`src/rtl/apb3_master_pkg.sv`:
```
// Shared types and default constants for the APB3 command-to-bus master.
// Defining APB3_MASTER_TIMEOUT_EN enables the ACCESS-phase timeout in apb3_master.
package apb3_master_pkg;

  localparam int unsigned APB_ADDR_WIDTH_DEF = 32;
  localparam int unsigned APB_DATA_WIDTH_DEF = 32;
  localparam int unsigned TIMEOUT_CYCLES_DEF = 1024;

  typedef enum logic [1:0] {
    IDLE   = 2'd0,
    SETUP  = 2'd1,
    ACCESS = 2'd2,
    RESP   = 2'd3
  } apb_state_e;

endpackage

```
`src/rtl/apb3_master.sv`:
```
// APB3 master: accepts one command, runs a SETUP/ACCESS transfer, holds the response until taken.
// Optional macro APB3_MASTER_TIMEOUT_EN aborts ACCESS after TIMEOUT_CYCLES wait cycles.
module apb3_master
  import apb3_master_pkg::*;
#(
  parameter int unsigned APB_ADDR_WIDTH = APB_ADDR_WIDTH_DEF,
  parameter int unsigned APB_DATA_WIDTH = APB_DATA_WIDTH_DEF,
  parameter int unsigned TIMEOUT_CYCLES = TIMEOUT_CYCLES_DEF
) (
  input  logic                      i_apb_pclk,
  input  logic                      i_apb_presetn,
  input  logic                      i_req_valid,
  output logic                      o_req_ready,
  input  logic [APB_ADDR_WIDTH-1:0] i_req_addr,
  input  logic [APB_DATA_WIDTH-1:0] i_req_wdata,
  input  logic                      i_req_write,
  output logic                      o_rsp_valid,
  input  logic                      i_rsp_ready,
  output logic [APB_DATA_WIDTH-1:0] o_rsp_rdata,
  output logic                      o_rsp_err,
  output logic                      o_rsp_timeout,
  output logic [APB_ADDR_WIDTH-1:0] o_apb_paddr,
  output logic [APB_DATA_WIDTH-1:0] o_apb_pwdata,
  output logic                      o_apb_pwrite,
  output logic                      o_apb_psel,
  output logic                      o_apb_penable,
  input  logic [APB_DATA_WIDTH-1:0] i_apb_prdata,
  input  logic                      i_apb_pready,
  input  logic                      i_apb_pslverr
);

  if (TIMEOUT_CYCLES < 1) begin : g_bad_timeout
    $error("apb3_master: TIMEOUT_CYCLES must be at least 1");
  end

  apb_state_e                state_q, state_d;
  logic [APB_ADDR_WIDTH-1:0] addr_q, addr_d;
  logic [APB_DATA_WIDTH-1:0] wdata_q, wdata_d;
  logic                      write_q, write_d;
  logic [APB_DATA_WIDTH-1:0] rdata_q, rdata_d;
  logic                      err_q, err_d;

`ifdef APB3_MASTER_TIMEOUT_EN
  localparam int unsigned CNT_W = $clog2(TIMEOUT_CYCLES + 1);
  localparam logic [CNT_W-1:0] CNT_LAST = CNT_W'(TIMEOUT_CYCLES - 1);

  logic [CNT_W-1:0] cnt_q, cnt_d;
  logic             tout_q, tout_d;
`endif

  always_ff @(posedge i_apb_pclk or negedge i_apb_presetn) begin
    if (!i_apb_presetn) begin
      state_q <= IDLE;
      addr_q  <= '0;
      wdata_q <= '0;
      write_q <= 1'b0;
      rdata_q <= '0;
      err_q   <= 1'b0;
`ifdef APB3_MASTER_TIMEOUT_EN
      cnt_q   <= '0;
      tout_q  <= 1'b0;
`endif
    end else begin
      state_q <= state_d;
      addr_q  <= addr_d;
      wdata_q <= wdata_d;
      write_q <= write_d;
      rdata_q <= rdata_d;
      err_q   <= err_d;
`ifdef APB3_MASTER_TIMEOUT_EN
      cnt_q   <= cnt_d;
      tout_q  <= tout_d;
`endif
    end
  end

  always_comb begin
    state_d = state_q;
    addr_d  = addr_q;
    wdata_d = wdata_q;
    write_d = write_q;
    rdata_d = rdata_q;
    err_d   = err_q;
`ifdef APB3_MASTER_TIMEOUT_EN
    cnt_d   = cnt_q;
    tout_d  = tout_q;
`endif
    unique case (state_q)
      IDLE: begin
        if (i_req_valid) begin
          addr_d  = i_req_addr;
          wdata_d = i_req_wdata;
          write_d = i_req_write;
          state_d = SETUP;
        end
      end
      SETUP: begin
`ifdef APB3_MASTER_TIMEOUT_EN
        cnt_d   = '0;
`endif
        state_d = ACCESS;
      end
      ACCESS: begin
        if (i_apb_pready) begin
          // Write responses carry zero data regardless of what the slave drives.
          rdata_d = write_q ? '0 : i_apb_prdata;
          err_d   = i_apb_pslverr;
`ifdef APB3_MASTER_TIMEOUT_EN
          tout_d  = 1'b0;
`endif
          state_d = RESP;
        end
`ifdef APB3_MASTER_TIMEOUT_EN
        else if (cnt_q == CNT_LAST) begin
          rdata_d = '0;
          err_d   = 1'b1;
          tout_d  = 1'b1;
          state_d = RESP;
        end else begin
          cnt_d   = cnt_q + CNT_W'(1);
        end
`endif
      end
      RESP: begin
        if (i_rsp_ready) begin
          state_d = IDLE;
        end
      end
      default: state_d = IDLE;
    endcase
  end

  assign o_req_ready   = (state_q == IDLE);
  assign o_apb_psel    = (state_q == SETUP) || (state_q == ACCESS);
  assign o_apb_penable = (state_q == ACCESS);
  assign o_rsp_valid   = (state_q == RESP);
  assign o_apb_paddr   = addr_q;
  assign o_apb_pwdata  = wdata_q;
  assign o_apb_pwrite  = write_q;
  assign o_rsp_rdata   = rdata_q;
  assign o_rsp_err     = err_q;
`ifdef APB3_MASTER_TIMEOUT_EN
  assign o_rsp_timeout = tout_q;
`else
  assign o_rsp_timeout = 1'b0;
`endif

endmodule
```
`config.mk`:
```
export PLATFORM = sky130hd
export DESIGN_NAME = apb3_master
export DESIGN_NICKNAME = d
export VERILOG_FILES = /design/src/rtl/apb3_master_pkg.sv /design/src/rtl/apb3_master.sv
export SDC_FILE = /design/constraint.sdc
export NUM_CORES = 1
export LEC_CHECK = 0
export CORE_MARGIN = 5
export CORE_UTILIZATION = 34
export CTS_CLUSTER_DIAMETER = 60
export CTS_CLUSTER_SIZE = 8
export DETAILED_ROUTE_END_ITERATION = 8
export MAX_ROUTING_LAYER = met4
export PLACE_DENSITY = 0.71
export SLEW_MARGIN = 5
export SYNTH_ARGS = -nofsm -noshare
export SYNTH_HDL_FRONTEND = slang
export SYNTH_SLANG_ARGS = --single-unit
```
`constraint.sdc`:
```
create_clock -name i_apb_pclk -period 1.8 [get_ports i_apb_pclk]
set_input_delay 0.27 -clock i_apb_pclk [delete_from_list [all_inputs] [get_ports i_apb_pclk]]
set_output_delay 0.27 -clock i_apb_pclk [all_outputs]
set_load 0.01 [all_outputs]
```
==> summary.txt, run 1 <==
Detailed routing
  – Routed met3 length: 910 microns
  – Vias per cell: 4.548
  – Total length of routed wires: 10.37 mm
  – Iteration-0 DRC Markers: 102
  – Vias: 2961
  – # DRC: 0
  – Final ANT Viol Nets: 0
  – Top layer in use: met4
  – WL per Instance: 15.93 microns
  – M1 wire length: 4.212 mm
  – WL met2: 5.154 mm
  – DRT Pass-1 Iters: 4

Yosys
  – Syn. warnings: 0
  – Area share of the leading cell type in the synthesized netlist: 64.00%
  – Dominant cell by count in the synthesized netlist: dfrtp_1
  – EDFF count, synth: 0
  – Synth cell types: 16
  – Synth top area cells: dfrtp_1 64%, mux2_2 19%, nand2b_1 5.1%, o21ai_0 4.1%, nand2_1 3.3%
  – Leading area contributor after synthesis: dfrtp_1
  – Async S/R FF share, synth: 100.0%
  – Syn_nets: 401
  – Synth top cells by count: 100 x dfrtp_1, 66 x mux2_2, 34 x nand2_1
  – Synth Register Bits: 100
  – Mean Syn Cell Area: 13.25 sq um
  – Post-synthesis sequential area ratio: 64.00%
  – Top_reg_cell synth: dfrtp_1
  – Post-Syn Instances: 295
  – Synth Cell Area: 3910 sq um

Clock network
  – CTS H-tree lvls: 3
  – Clk root buf: clkbuf_16
  – CTS tree: done
  – Clock Tree Buf Depth: 2
  – CTS Sinks: 100
  – Total CTS buffers: 9
  – Clock Pin Slew Worst Setup and Hold Paths: 0.07 ns
  – Later-pin clock latency in the skew report: 0.33 ns

Hold path
  – HP Class: in -> async

Critical path
  – Cells along the critical path: buf_4 > ha_2 > a222oi_1 > mux2_1
  – Crit-path slowest cell: a222oi_1
  – Worst EP required: 2.01 ns
  – Critical path class: reg -> reg
  – Crit-path max cell delay: 0.47 ns
  – CP endpoint kind: flop
  – CP max FO: 4
  – Startpoint types: flop
  – Worst Path Arrival: 1.89 ns

STA
  – Crit path time final: 1.675 ns
  – Final period util: 93.08%
  – Max Slew Vio Count: 0
  – Setup tns final: 0 ns
  – Setup violators final: 0
  – Worst Clk Skew: 0.006082 ns
  – RSZ-0062 raised after global routing: no
  – Achievable frequency: 0.5969 GHz
  – Final hold violations: 0

Power
  – Switching share of power: 30.74%
  – Combinational share of power: 47.3%
  – Total Power: 11.04 mW
  – NetSw: 3.394 mW
  – Reg power frac: 35.5%
  – Internal power: 7.648 mW
  – Clock network fraction of total power: 17.2%
  – Maximum vdd drop: 0.0007815 V
  – Power Density: 1707 nW/um^2
  – Leak: 2.765 nW

Floorplan
  – Initial Util: 34.39%
  – Area of the core: 11370 sq um
  – Die area: 13750 sq um
  – Row Count: 39
  – Die Wd: 117.2 microns
  – Die H: 117.2 microns
  – Ports: 206

Run
  – Max-cap violations: 0

Global route
  – Overflow after GRT: 0
  – Initial antenna violation count: 0
  – Largest net degree at the start of global routing: 58
  – GRT Overall Usage: 15.11%
  – Number of global-route vias before repair: 3202
  – First-pass GRT wire length: 15.77 mm

Place
  – Placed insts: 632
  – IO buf count: 204
  – HPWL after DPL: 7.971 mm
  – GPL Wtd Cong: 0.7592
  – Area after DPL: 6150 sq um

Outcome
  – Outcome: completed

Final layout
  – Final #Nets: 609
  – Final Non-Filler Cells: 651
  – Ratio of cells with drive above 1 in the final layout: 18.90%
  – # diodes: 0
  – Area delta synth->final: 65.44%
  – Design Area, Final: 6469 sq um
## layout make-up
cell class | instances | area (sq um)
inverter | 5 | 18.77
fill | 1024 | 4901
tap | 143 | 178.9
timing repair buffer | 215 | 2157
sequential | 100 | 2502
clock buffer | 10 | 229.0
multi-input combinational | 172 | 1318
clock inverter | 6 | 65.06
## per-stage QoR
| step | hold slack [ns] | setup WS (ns) | util (%) |
|---|---|---|---|
| after floorplan | -0.02559 | 0.2114 | - |
| after global placement | 0.1835 | 0.1020 | 54.09 |
| after detailed placement | 0.1863 | 0.03695 | 54.09 |
| after CTS | 0.3798 | 0.1171 | 56.89 |
| after global routing | 0.4088 | 0.06424 | 56.89 |
| final | 0.3870 | 0.1246 | 56.89 |
## placed cells by master, fill, tap and decap left out, types with 4 or more instances in the layout
cell               n
inv_1              5
clkdlybuf4s50_1  199
dfrtp_1          100
o21ai_0           32
dlygate4sd2_1      4
nand2_1           32
mux2_2            66
clkbuf_16          9
buf_4              8
nand2b_1          32
## kinds of logic after synthesis
family	after synthesis	synth area share, %
DFF	100	64.00
muxes	68	19.55
and+or+nand+nor	67	8.480
AOI/OAI and AO/OA	33	4.352
buffers and inverters	23	2.560
adders and majority gates	3	0.9601
other	1	0.09591
## metal layers
metal / vias up / global-route usage (%)
met5: - / -
met1: 1427 / 18.28
met3: 10 / 3.753
met2: 128 / 25.00
li1: 1396 / -
met4: 0 / 4.587
## state kept, by name, summed over array words and instances (netlist names)
signal,count
o_rsp_err,1
o_apb_paddr,32
o_apb_pwdata,32
o_apb_pwrite,1
o_rsp_rdata,32
state_q,2
## critical path: cells and delay by family, from the launching register on
kind	cells	cell delay, ns
buffers and inverters	1	0.14
adders and majority gates	1	0.19
AOI/OAI and AO/OA	1	0.47
muxes	1	0.36
DFF	1	0.40
## final timing paths
path / from / end / slack [ns] / depth (start not counted)
worst max-delay path: state_q[1]$_DFFE_PN0P_ / state_q[1]$_DFFE_PN0P_ / 0.12 / 4
worst min-delay path: i_apb_presetn / o_apb_paddr[9]$_DFFE_PN0P_ / 0.39 / 2
worst max register to register: state_q[1]$_DFFE_PN0P_ / state_q[1]$_DFFE_PN0P_ / 0.12 / 4
worst min register to register: o_rsp_rdata[31]$_DFFE_PN0P_ / o_rsp_rdata[31]$_DFFE_PN0P_ / 0.48 / 2
max in group asynchronous: i_apb_presetn / o_apb_pwdata[26]$_DFFE_PN0P_ / 0.81 / 3
min in group i_apb_pclk: o_rsp_rdata[31]$_DFFE_PN0P_ / o_rsp_rdata[31]$_DFFE_PN0P_ / 0.48 / 2
## power groups by stage
stage	clock network (mW)	registers, mW	logic [mW]
after global routing	2.07	4.06	5.65
after detailed placement	0	3.97	5.31
after global placement	0	3.91	5.19
after floorplan	0	4.44	1.72
final	1.90	3.92	5.22
after CTS	1.96	3.93	5.33
## what timing repair did
action | CTS | global route
endpoints found under the setup margin | 3 | 0
resized for setup | 6 | 0
hold endpoints to repair | 21 | 0
setup buffers | 2 | 0
hold buffers | 1 | 0
Power figures use the tool's default switching activity.
==> run 2, diff against run 1 <==
--- a/config.mk
+++ b/config.mk
@@ -12,6 +12,7 @@
 export DETAILED_ROUTE_END_ITERATION = 8
 export MAX_ROUTING_LAYER = met4
 export PLACE_DENSITY = 0.71
+export SKIP_CTS_REPAIR_TIMING = 1
 export SLEW_MARGIN = 5
 export SYNTH_ARGS = -nofsm -noshare
 export SYNTH_HDL_FRONTEND = slang
==> run 2 against run 1 <==
Maximum frequency shrank 3.4%. Sequential share of layout area is essentially flat. Critical path depth shrank 2. Core utilization is essentially flat. Combinational power is essentially flat. Final cell count shrank 0.31%. Non-clock buffer count shrank 2. First-iteration DRC count grew 5.9%. Routed wire length shrank 0.20%. Critical path type is now reg -> out. Critical endpoint is now o_rsp_valid. Largest cell class unchanged.
==> summary.txt, run 2 (synthesis gave the netlist of run 1 again) <==
Outcome
  – Outcome: completed (unchanged)

Final layout
  – # diodes: 0 (unchanged)
  – Design Area, Final: 6466 sq um (was 6469 sq um)
  – FILL cells: 1020 (was 1024)
  – Reg area: 2502 sq um (unchanged)
  – Ratio of cells with drive above 1 in the final layout: 18.58% (was 18.90%)
  – Final #Nets: 607 (was 609)
  – Area of the multi-input gates: 1318 sq um (unchanged)
  – Fin util: 56.87% (was 56.89%)
  – Most frequent cells in the layout: 200 x clkdlybuf4s50_1, 100 x dfrtp_1, 66 x mux2_2 (was 199 x clkdlybuf4s50_1, 100 x dfrtp_1, 66 x mux2_2)
  – Area delta synth->final: 65.38% (was 65.44%)
  – Most common cell after layout, fill and taps aside: clkdlybuf4s50_1 (unchanged)

Clock network
  – Clk root buf: clkbuf_16 (unchanged)
  – CTS Sinks: 100 (unchanged)
  – CTS tree: done (unchanged)
  – Clock Pin Slew Worst Setup and Hold Paths: 0.07 ns (about the same)
  – Clock Tree Buf Depth: 2 (unchanged)
  – Total CTS buffers: 9 (unchanged)
  – CTS H-tree lvls: 3 (unchanged)
  – Later-pin clock latency in the skew report: 0.33 ns (about the same)

STA
  – Achievable frequency: 0.5768 GHz (was 0.5969 GHz)
  – RSZ-0062 raised after global routing: no (unchanged)
  – Max Slew Vio Count: 0 (unchanged)
  – Final period util: 96.33% (was 93.08%)
  – Setup violators final: 0 (unchanged)
  – Crit path time final: 1.734 ns (was 1.675 ns)
  – Final hold violations: 0 (unchanged)
  – Worst Clk Skew: 0.006041 ns (was 0.006082 ns)
  – Setup tns final: 0 ns (unchanged)

Critical path
  – Crit path launch: state_q[1]$_DFFE_PN0P_ (unchanged)
  – Critical path class: reg -> out (was reg -> reg)
  – Startpoint types: flop (unchanged)
  – Worst Path Arrival: 1.46 ns (was 1.89 ns)
  – Reg2reg path depth: 4 (unchanged)
  – Launching point of the worst reg2reg path: state_q[0]$_DFFE_PN0P_ (was state_q[1]$_DFFE_PN0P_)
  – Worst EP required: 1.53 ns (was 2.01 ns)
  – CP endpoint kind: output port (was flop)
  – CP max FO: 4 (unchanged)

Detailed routing
  – Final ANT Viol Nets: 0 (unchanged)
  – Vias per cell: 4.550 (was 4.548)
  – M1 wire length: 4.265 mm (was 4.212 mm)
  – # DRC: 0 (unchanged)
  – WL met2: 5.161 mm (was 5.154 mm)
  – WL per Instance: 15.95 microns (was 15.93 microns)
  – Vias: 2953 (was 2961)
  – Top layer in use: met4 (unchanged)
  – Iteration-0 DRC Markers: 108 (was 102)
  – DRT Pass-1 Iters: 4 (unchanged)
  – Total length of routed wires: 10.35 mm (was 10.37 mm)
  – Routed met3 length: 854 microns (was 910 microns)

Place
  – HPWL after DPL: 7.971 mm (unchanged)
  – Area after DPL: 6150 sq um (unchanged)
  – GPL Wtd Cong: 0.7592 (unchanged)
  – IO buf count: 204 (unchanged)

Global route
  – GRT Overall Usage: 15.00% (was 15.11%)
  – Overflow after GRT: 0 (unchanged)
  – Largest net degree at the start of global routing: 58 (unchanged)
  – Initial antenna violation count: 0 (unchanged)
  – First-pass GRT wire length: 15.64 mm (was 15.77 mm)
  – Number of global-route vias before repair: 3175 (was 3202)

Floorplan
  – Initial Util: 34.39% (unchanged)
  – Die Wd: 117.2 microns (unchanged)
  – Die H: 117.2 microns (unchanged)
  – Die area: 13750 sq um (unchanged)
  – Area of the core: 11370 sq um (unchanged)
  – Row Count: 39 (unchanged)
  – Ports: 206 (unchanged)

Power
  – Power Density: 1707 nW/um^2 (about the same)
  – Maximum vdd drop: 0.0007860 V (was 0.0007815 V)
  – Leak: 2.781 nW (was 2.765 nW)

Hold path
  – HP Class: in -> async (unchanged)

Run
  – Max-cap violations: 0 (unchanged)
[run 2: cell type report]
type / count / area share [%]
Timing Repair Buffer: 213 / 33.32
Clock buffer: 10 / 3.541
Tap cell: 143 / 2.767
Clock inverter: 6 / 1.006
Multi-Input combinational cell: 172 / 20.38
Inverter: 5 / 0.2902
Sequential cell: 100 / 38.70
[run 2: metal layers]
metal / global-route usage, % / vias to the layer above
li1: - / 1393
met1: 18.38 / 1427
met4: 4.587 / 0
met3: 3.548 / 8
met5: - / -
met2: 24.66 / 125
[run 2: worst paths after layout]
path / endpoint / slack [ns]
min in group i_apb_pclk: o_rsp_rdata[31]$_DFFE_PN0P_ / 0.48
max in group asynchronous: o_apb_paddr[4]$_DFFE_PN0P_ / 0.80
worst min-delay path: o_apb_paddr[9]$_DFFE_PN0P_ / 0.39
worst max-delay path: o_rsp_valid / 0.07
worst min register to register: o_rsp_rdata[31]$_DFFE_PN0P_ / 0.48
worst max register to register: state_q[1]$_DFFE_PN0P_ / 0.18
[run 2: power breakdown]
part	internal, mW	total [mW]	switching, mW
registers	3.36	3.92	0.557
clock network	1.08	1.90	0.822
logic	3.21	5.22	2.01
total	7.65	11.0	3.39
[run 2: through the flow]
stage	setup WS [ns]	cells	total power, mW	hold WS [ns]
6_report	0.06615	649	11.04	0.3883
5_1_grt	0.01532	649	11.78	0.4088
4_1_cts	-0.1377	648	11.22	-0.1734
3_5_place_dp	0.03695	632	9.279	0.1863
3_3_place_gp	0.1020	632	9.104	0.1835
2_1_floorplan	0.2114	295	6.160	-0.02559
[run 2: critical path: stages, from the launching register on]
cell	delay, ns
dfrtp_1	0.39
ha_1	0.20
clkdlybuf4s50_1	0.55
